<file path="config.mk">
export PLATFORM = sky130hd
export DESIGN_NAME = ps2_keycode_receiver
export DESIGN_NICKNAME = d
export VERILOG_FILES = /design/src/rtl/ps2_pkg.sv /design/src/rtl/ps2_frame_rx.sv /design/src/rtl/ps2_keycode_receiver.sv
export SDC_FILE = /design/constraint.sdc
export NUM_CORES = 1
export LEC_CHECK = 0
export CAP_MARGIN = 30
export CELL_PAD_IN_SITES_DETAIL_PLACEMENT = 1
export CELL_PAD_IN_SITES_GLOBAL_PLACEMENT = 1
export CORE_UTILIZATION = 40
export DETAILED_ROUTE_END_ITERATION = 12
export DONT_BUFFER_PORTS = 1
export GPL_TIMING_DRIVEN = 0
export PLACE_DENSITY_LB_ADDON = 0.1
export SETUP_SLACK_MARGIN = 0.3
export SLEW_MARGIN = 15
export SYNTH_ARGS = -nofsm -noshare
export SYNTH_HDL_FRONTEND = slang
export SYNTH_SLANG_ARGS = --single-unit
</file>
<file path="constraint.sdc">
create_clock -name Clock -period 4.4 [get_ports Clock]
set_input_delay 0.22 -clock Clock [delete_from_list [all_inputs] [get_ports Clock]]
set_output_delay 0.22 -clock Clock [all_outputs]
set_load 0.02 [all_outputs]
</file>
<file path="src/rtl/ps2_pkg.sv">
// Shared constants and state encodings for the PS/2 keycode receiver.
package ps2_pkg;

  localparam logic [7:0] PS2_BREAK = 8'hF0;
  localparam logic [7:0] PS2_EXT   = 8'hE0;

  typedef enum logic [1:0] {FrmIdle, FrmData, FrmParity, FrmStop} frame_state_e;

  typedef enum logic [1:0] {PfxNone, PfxExt, PfxBrk, PfxExtBrk} prefix_state_e;

  // PS/2 uses odd parity over the 8 data bits plus the parity bit.
  function automatic logic odd_parity_ok(input logic [7:0] data, input logic par);
    return ^{data, par};
  endfunction

endpackage

</file>
<file path="src/rtl/ps2_frame_rx.sv">
// Conditions the PS/2 lines and deframes 11-bit frames into bytes, flagging bad or stalled frames.
module ps2_frame_rx
  import ps2_pkg::*;
#(
  parameter int unsigned FILTER_LEN     = 8,
  parameter int unsigned TIMEOUT_CYCLES = 20000
) (
  input  logic       clk,
  input  logic       rst,
  input  logic       kclk,
  input  logic       kdata,
  output logic [7:0] rx_byte,
  output logic       byte_valid,
  output logic       frame_err
);

  localparam int unsigned CntW = $clog2(FILTER_LEN + 1);
  localparam int unsigned TmoW = $clog2(TIMEOUT_CYCLES + 1);

  // Index 0 is the clock line, index 1 the data line.
  logic [1:0]      sync1_q, sync2_q, filt_q;
  logic [CntW-1:0] cnt_q [2];
  logic            kclk_prev_q;
  logic            fe, din;

  always_ff @(posedge clk) begin
    if (rst) begin
      sync1_q     <= '1;
      sync2_q     <= '1;
      filt_q      <= '1;
      kclk_prev_q <= 1'b1;
      cnt_q[0]    <= '0;
      cnt_q[1]    <= '0;
    end else begin
      sync1_q     <= {kdata, kclk};
      sync2_q     <= sync1_q;
      kclk_prev_q <= filt_q[0];
      for (int i = 0; i < 2; i++) begin
        if (sync2_q[i] == filt_q[i]) begin
          cnt_q[i] <= '0;
        end else if (cnt_q[i] == CntW'(FILTER_LEN - 1)) begin
          filt_q[i] <= sync2_q[i];
          cnt_q[i]  <= '0;
        end else begin
          cnt_q[i] <= cnt_q[i] + CntW'(1);
        end
      end
    end
  end

  assign fe  = kclk_prev_q & ~filt_q[0];
  assign din = filt_q[1];

  frame_state_e    state_q, state_d;
  logic [2:0]      bitcnt_q, bitcnt_d;
  logic [7:0]      shift_q, shift_d;
  logic            parity_q, parity_d;
  logic [TmoW-1:0] tmo_q, tmo_d;
  logic            valid_q, valid_d;
  logic            err_q, err_d;

  always_ff @(posedge clk) begin
    if (rst) begin
      state_q  <= FrmIdle;
      bitcnt_q <= '0;
      shift_q  <= '0;
      parity_q <= 1'b0;
      tmo_q    <= '0;
      valid_q  <= 1'b0;
      err_q    <= 1'b0;
    end else begin
      state_q  <= state_d;
      bitcnt_q <= bitcnt_d;
      shift_q  <= shift_d;
      parity_q <= parity_d;
      tmo_q    <= tmo_d;
      valid_q  <= valid_d;
      err_q    <= err_d;
    end
  end

  always_comb begin
    state_d  = state_q;
    bitcnt_d = bitcnt_q;
    shift_d  = shift_q;
    parity_d = parity_q;
    tmo_d    = tmo_q;
    valid_d  = 1'b0;
    err_d    = 1'b0;
    unique case (state_q)
      FrmIdle: begin
        tmo_d = '0;
        if (fe) begin
          if (!din) begin
            state_d  = FrmData;
            bitcnt_d = '0;
          end else begin
            err_d = 1'b1;
          end
        end
      end
      FrmData: begin
        if (fe) begin
          shift_d  = {din, shift_q[7:1]};
          bitcnt_d = bitcnt_q + 3'd1;
          if (bitcnt_q == 3'd7) state_d = FrmParity;
        end
      end
      FrmParity: begin
        if (fe) begin
          parity_d = din;
          state_d  = FrmStop;
        end
      end
      FrmStop: begin
        if (fe) begin
          if (din && odd_parity_ok(shift_q, parity_q)) valid_d = 1'b1;
          else err_d = 1'b1;
          state_d = FrmIdle;
        end
      end
      default: state_d = FrmIdle;
    endcase
    // Mid-frame watchdog: restarts on every falling edge.
    if (state_q != FrmIdle) begin
      if (fe) begin
        tmo_d = '0;
      end else if (tmo_q == TmoW'(TIMEOUT_CYCLES - 1)) begin
        tmo_d   = '0;
        err_d   = 1'b1;
        state_d = FrmIdle;
      end else begin
        tmo_d = tmo_q + TmoW'(1);
      end
    end
  end

  assign rx_byte    = shift_q;
  assign byte_valid = valid_q;
  assign frame_err  = err_q;

endmodule

</file>
<file path="src/rtl/ps2_keycode_receiver.sv">
// PS/2 keyboard front end: strips E0/F0 prefixes and reports make/break codes as one-cycle pulses.
module ps2_keycode_receiver
  import ps2_pkg::*;
#(
  parameter int unsigned FILTER_LEN     = 8,
  parameter int unsigned TIMEOUT_CYCLES = 20000
) (
  input  logic       Clock,
  input  logic       btnCpuReset,
  input  logic       KClock,
  input  logic       KData,
  output logic [7:0] KeyCode,
  output logic       Flag,
  output logic       Release,
  output logic       Extended,
  output logic       FrameErr
);

  logic [7:0] rx_byte;
  logic       byte_valid;
  logic       frame_err;

  ps2_frame_rx #(
    .FILTER_LEN    (FILTER_LEN),
    .TIMEOUT_CYCLES(TIMEOUT_CYCLES)
  ) u_frame_rx (
    .clk       (Clock),
    .rst       (btnCpuReset),
    .kclk      (KClock),
    .kdata     (KData),
    .rx_byte   (rx_byte),
    .byte_valid(byte_valid),
    .frame_err (frame_err)
  );

  prefix_state_e pfx_q, pfx_d;
  logic [7:0]    code_d;
  logic          flag_d, rel_d, ext_d;
  logic          ext_pend, brk_pend;

  assign ext_pend = (pfx_q == PfxExt) || (pfx_q == PfxExtBrk);
  assign brk_pend = (pfx_q == PfxBrk) || (pfx_q == PfxExtBrk);

  always_ff @(posedge Clock) begin
    if (btnCpuReset) begin
      pfx_q    <= PfxNone;
      KeyCode  <= 8'h00;
      Flag     <= 1'b0;
      Release  <= 1'b0;
      Extended <= 1'b0;
      FrameErr <= 1'b0;
    end else begin
      pfx_q    <= pfx_d;
      KeyCode  <= code_d;
      Flag     <= flag_d;
      Release  <= rel_d;
      Extended <= ext_d;
      FrameErr <= frame_err;
    end
  end

  always_comb begin
    pfx_d  = pfx_q;
    code_d = KeyCode;
    flag_d = 1'b0;
    rel_d  = 1'b0;
    ext_d  = Extended;
    if (frame_err) begin
      pfx_d = PfxNone;
    end else if (byte_valid) begin
      if (rx_byte == PS2_EXT) begin
        pfx_d = brk_pend ? PfxExtBrk : PfxExt;
      end else if (rx_byte == PS2_BREAK) begin
        pfx_d = ext_pend ? PfxExtBrk : PfxBrk;
      end else begin
        code_d = rx_byte;
        ext_d  = ext_pend;
        rel_d  = brk_pend;
        flag_d = ~brk_pend;
        pfx_d  = PfxNone;
      end
    end
  end

endmodule

</file>
Word-level counts from Yosys, hierarchy flattened

Memory sizes are Yosys's and may differ from the RTL's.
Index checks and enable logic that the tools add are counted.
W data, S select, Z words.

Flip-flop bits (word level): 52
Memory bits (writable): 8
Output and inout port bits: 12
Word-level logic and storage cells: 135
Memories kept: 1

Add/subtract/negate cells: 4
Eq/ne operators: 17
Mux-type cells: 61
Bitwise gates (word level): 17
Reduce and logical (&&, ||, !) cells: 17

Memories:

| name             | words | bits a word | rd ports | clocked after memory_dff | write ports | line               | source |
|---|---|---|---|---|---|---|---|
| u_frame_rx.cnt_q | 2     | 4           | 2        | 0                        | 2           | ps2_frame_rx.sv:22 | `logic [CntW-1:0] cnt_q [2];` |

Operator list:

| operator                | number |
|---|---|
| $mux W15                | 4 |
| $mux W1                 | 33 |
| $mux W2                 | 12 |
| $mux W4                 | 6 |
| $eq A8 B8 Y1 const B    | 2 |
| $add A15 B1 Y15 const B | 1 |
| $eq A15 B15 Y1 const B  | 1 |
| $not A1 Y1              | 10 |
| $mux W3                 | 3 |
| $reduce_xor A9 Y1       | 1 |
| $add A4 B1 Y4 const B   | 2 |
| $eq A2 B2 Y1 const B    | 4 |
| $eq A4 B3 Y1 const B    | 2 |
| $pmux W2 S4             | 1 |
| $reduce_and A2 Y1       | 4 |
| $reduce_and A4 Y1       | 2 |
| $or A1 B1 Y1            | 6 |
| $pmux W3 S2             | 1 |
| $reduce_bool A2 Y1      | 3 |
| $reduce_or A5 Y1        | 1 |
| $eq A2 B1 Y1 const B    | 2 |
| $ne A2 B1 Y1 const B    | 2 |
| $add A3 B1 Y3 const B   | 1 |
| $eq A3 B3 Y1 const B    | 1 |
| other kinds (9)         | 11 |

Depth between registers and ports, before layout

Depth in word-level cells: 8
Mapped depth: 8
Depth with buffers taken out: 6

By module

Synthesis repeated with hierarchy kept, for this count alone.

Cells, all modules: 280
Area, all modules: 2,662.6 µm²

By module, submodules not included:

| module               | instances | cells an instance | area each (µm²) | seq. area each (µm²) |
|---|---|---|---|---|
| ps2_frame_rx         | 1         | 225               | 2,067.0         | 1,001.0 |
| ps2_keycode_receiver | 1         | 55                | 595.6           | 280.3 |

Worst setup path after synthesis

Ideal clock, no wire load.

Path kind: reg2reg
From: register u_frame_rx.tmo_q[5]
To: register u_frame_rx.tmo_q[14]
Arrival time: 1.572 ns
Slack: 2.714 ns
Stages on the path, launching flop included: 7
Path buffers: 2
Period minus slack after synthesis: 1.686 ns
Cells stage by stage: dfxtp_1 or4b_4 nor4_4 or2_0 buf_4 buf_12 nor2_1

Longest elaborated chain between the ends: 4
Elaborated cells on any way between the ends: 5
Classes of those cells: add/sub (1); eq/ne (1); mux (3)

Ends and longest elaborated chain:

| element                                           | line                                     | source |
|---|---|---|
| from (decl)                                       | ps2_frame_rx.sv:58                       | `logic [TmoW-1:0] tmo_q, tmo_d;` |
| from (signal assigned)                            | ps2_frame_rx.sv:76                       | `tmo_q <= tmo_d;` |
| $add A15 B1 Y15 or $eq A15 B15 Y1 (tied branches) | ps2_frame_rx.sv:133, ps2_frame_rx.sv:128 |  |
| $mux W15 *                                        | ps2_frame_rx.sv:128                      | `end else if (tmo_q == TmoW'(TIMEOUT_CYCLES - 1)) begin` |
| $mux W15 *                                        | ps2_frame_rx.sv:126                      | `if (fe) begin` |
| $mux W15 *                                        | ps2_frame_rx.sv:125                      | `if (state_q != FrmIdle) begin` |

Every way passes the cells marked *; elsewhere a longest branch is shown, timed or not.
A chain may end at the register's enable or synchronous reset.

Worst setup path after layout

From: register u_frame_rx.tmo_q[0]
To: register u_frame_rx.tmo_q[13]

Same word-level chain as after synthesis.

==> results.toml <==
[min_path]
hold_class = "in -> reg"

[global_routing]
grt_use_total = 0.165
grt_overflow = 0
grt_pass1_vias = 1950
grt_max_degree = 11
antenna_found_initial = 0
grt_pass1_wl_um = 9030

[cts]
postCtsResizedCells = 0
cts_tree = "done"
cts_made_buffers = 9
path_clk_slew_ns = 0.06
ctsHoldBuffers = 2
htree_levels = 3
clockRootBuffer = "clkbuf_8"
postCtsSetupBuffers = 0
cts.sinks = 60
clockBufferDepth = 2
insertion_delay_ns = 0.34

[power_and_ir_drop]
power.total_mw = 1.08
peakVddDrop_v = 0.000146
pwr_density_cell_nw_per_um2 = 356
p_leak_nw = 1.11

[logic_synthesis]
syn_inst = 272
async_flop_share = 0
synth.most_common_cell = "dfxtp_1"
synthAdderAreaFrac = 0.0418
synth_simple_gate_area_share = 0.217
synthTopCellsByCount = "dfxtp_1 (52), nor2_1 (47), mux2i_1 (20)"
syn_area_um2 = 2690
synth-seq-area-share = 0.476
synth_cell_types = 45
synth_ff_type = "dfxtp_1"
synth_top_area_cell = "dfxtp_1"
synth_top_family_by_area = "simple AND/OR/NAND/NOR gates"
yosys_warnings = 0
synthXorXnorAreaFrac = 0.0915
synth_edf_count = 8
ys_ff_latch = 60
synth_top_area_share = 0.386
synth_compound_area_frac = 0.0590
syn_area_per_cell_um2 = 9.90
synthMuxAreaShare = 0.0743
synthTopCellsByArea = "dfxtp_1 (39%), edfxtp_1 (8.9%), mux2i_1 (7.4%)"

[route]
dr_total_vias = 1929
drc_errors = 2
drt-vias-per-instance = 5.17
firstDrtPassIters = 8
wl_um = 5260
first_iter_violations = 39
wire_per_inst_um = 14.1
ant_nets = 0

[sta]
fmax_mhz = 514
skew_ns = 0.00865
post-route-period-util = 0.442
max_slew_margin = 0.578
drv_slew = 0
hold_viol = 0
setup_viol = 0
min_period_ns = 1.95
rsz0062_at_grt = "false"
worst_pin_slew_ns = 0.625
tns_ns = 0

[critical_path]
crit_type = "reg -> reg"
crit_arrival_ns = 2.18
crit_required_ns = 4.63
start_kind = "register"
slowest_delay_ns = 0.40
cp_slowest_cell = "nor4_4"
crit_fanout = 10
path_cells = "ha_1 -> nand4_1 -> nor4_4 -> or2_0 -> buf_4 -> buf_12 -> nor2_1"
critPathCaptureType = "register"

[floorplanning]
ioPinCount = 16
core_um2 = 6420
die_w_um = 84.1
die_h_um = 84.1
floorplan.initialDensity = 0.419
num_rows = 29
fp.dieArea_um2 = 7070

[finish]
antenna_cells = 0
fin_util = 0.472
areaGrowthSynthToFinish_pct = 12.5
fin_nets = 305
layout-drive-gt1-share = 0.108

[placement]
gp_congestion = 0.775
portBuffers = 0
hpwl_um = 3760

[run_status]
status = "finished, violations left"
violations = "DRC"

[run]
drv_cap = 0
-- path summary, 6_finish.rpt --
kind | endpoint | depth (start not counted) | slack, ns | start
min reg2reg | u_frame_rx.sync2_q[1] | 1 | 0.42 | u_frame_rx.sync1_q[1]
max | u_frame_rx.tmo_q[13] | 7 | 2.45 | u_frame_rx.tmo_q[0]
min | u_frame_rx.tmo_q[4] | 3 | 0.11 | btnCpuReset
max reg2reg | u_frame_rx.tmo_q[13] | 7 | 2.45 | u_frame_rx.tmo_q[0]
-- per-layer routing --
metal | vias to the layer above | GRT usage | wire length [µm]
met5 | - | 0 | 0
met4 | 0 | 0.0987 | 128
met3 | 13 | 0.0425 | 185
met2 | 26 | 0.254 | 2290
met1 | 936 | 0.209 | 2650
li1 | 954 | - | -
-- report_power, final --
group	total [mW]	switching, mW	internal [mW]
logic	0.0225	0.0139	0.00856
registers	0.565	0.00410	0.561
clock network	0.492	0.203	0.289
-- cell usage in the layout, fill, tap and decap left out, drive strengths merged, types with 8 or more instances in the layout --
cell	netlist	layout
clkbuf	7	20
conb	1	8
dfxtp	52	52
edfxtp	8	8
ha	9	9
inv	12	12
mux2i	20	20
nand2	12	12
nor2	51	51
xnor2	18	18
-- final cells by class --
type                       count  area (µm²)
inverter                      12        45.0
tap                           77        96.3
timing repair buffer           2        20.0
clock buffer                  13         159
clock inverter                 2        35.0
fill                         730        3390
sequential                    60        1280
multi-input combinational    197        1330
buffer                        10        60.1
-- flip-flops by register name, indices dropped and copies added (netlist names), 2 cells and up --
| name | flops |
|---|---|
| u_frame_rx.cnt_q | 8 |
| u_frame_rx.tmo_q | 15 |
| u_frame_rx.filt_q | 2 |
| u_frame_rx.bitcnt_q | 3 |
| u_frame_rx.state_q | 2 |
| pfx_q | 2 |
| KeyCode | 8 |
| u_frame_rx.sync1_q | 2 |
| u_frame_rx.rx_byte | 8 |
| u_frame_rx.sync2_q | 2 |
-- critical path, delay by kind of cell (launching register included) --
family,cells,cell delay [ns]
adder cells (fa/ha/maj),1,0.23
buffers and inverters,2,0.29
flip-flops,1,0.39
AND/OR/NAND/NOR,4,0.93
-- through the flow --
stage / worst slack [ns] / hold slack [ns] / cells / area (µm²)
3_3_place_gp: 2.41 / 0.325 / 356 / 2820
6_report: 2.45 / 0.111 / 373 / 3030
2_1_floorplan: 2.71 / 0.324 / 279 / 2720
5_1_grt: 2.24 / 0.143 / 373 / 3030
3_5_place_dp: 2.43 / 0.329 / 356 / 2820
4_1_cts: 2.42 / 0.100 / 373 / 3030
-- logic make-up (layout without fill, tap and decap cells) --
| logic type | Yosys count | count (layout) |
|---|---|---|
| AOI/OAI and AO/OA | 21 | 21 |
| xor gates and xnor gates | 25 | 25 |
| adders and majority gates | 9 | 9 |
| buffers and inverters | 22 | 39 |
| DFF | 60 | 60 |
| muxes | 20 | 20 |
| other | 1 | 8 |
| and+or+nand+nor | 114 | 114 |
Note: power is estimated with default switching activity, not from simulation.
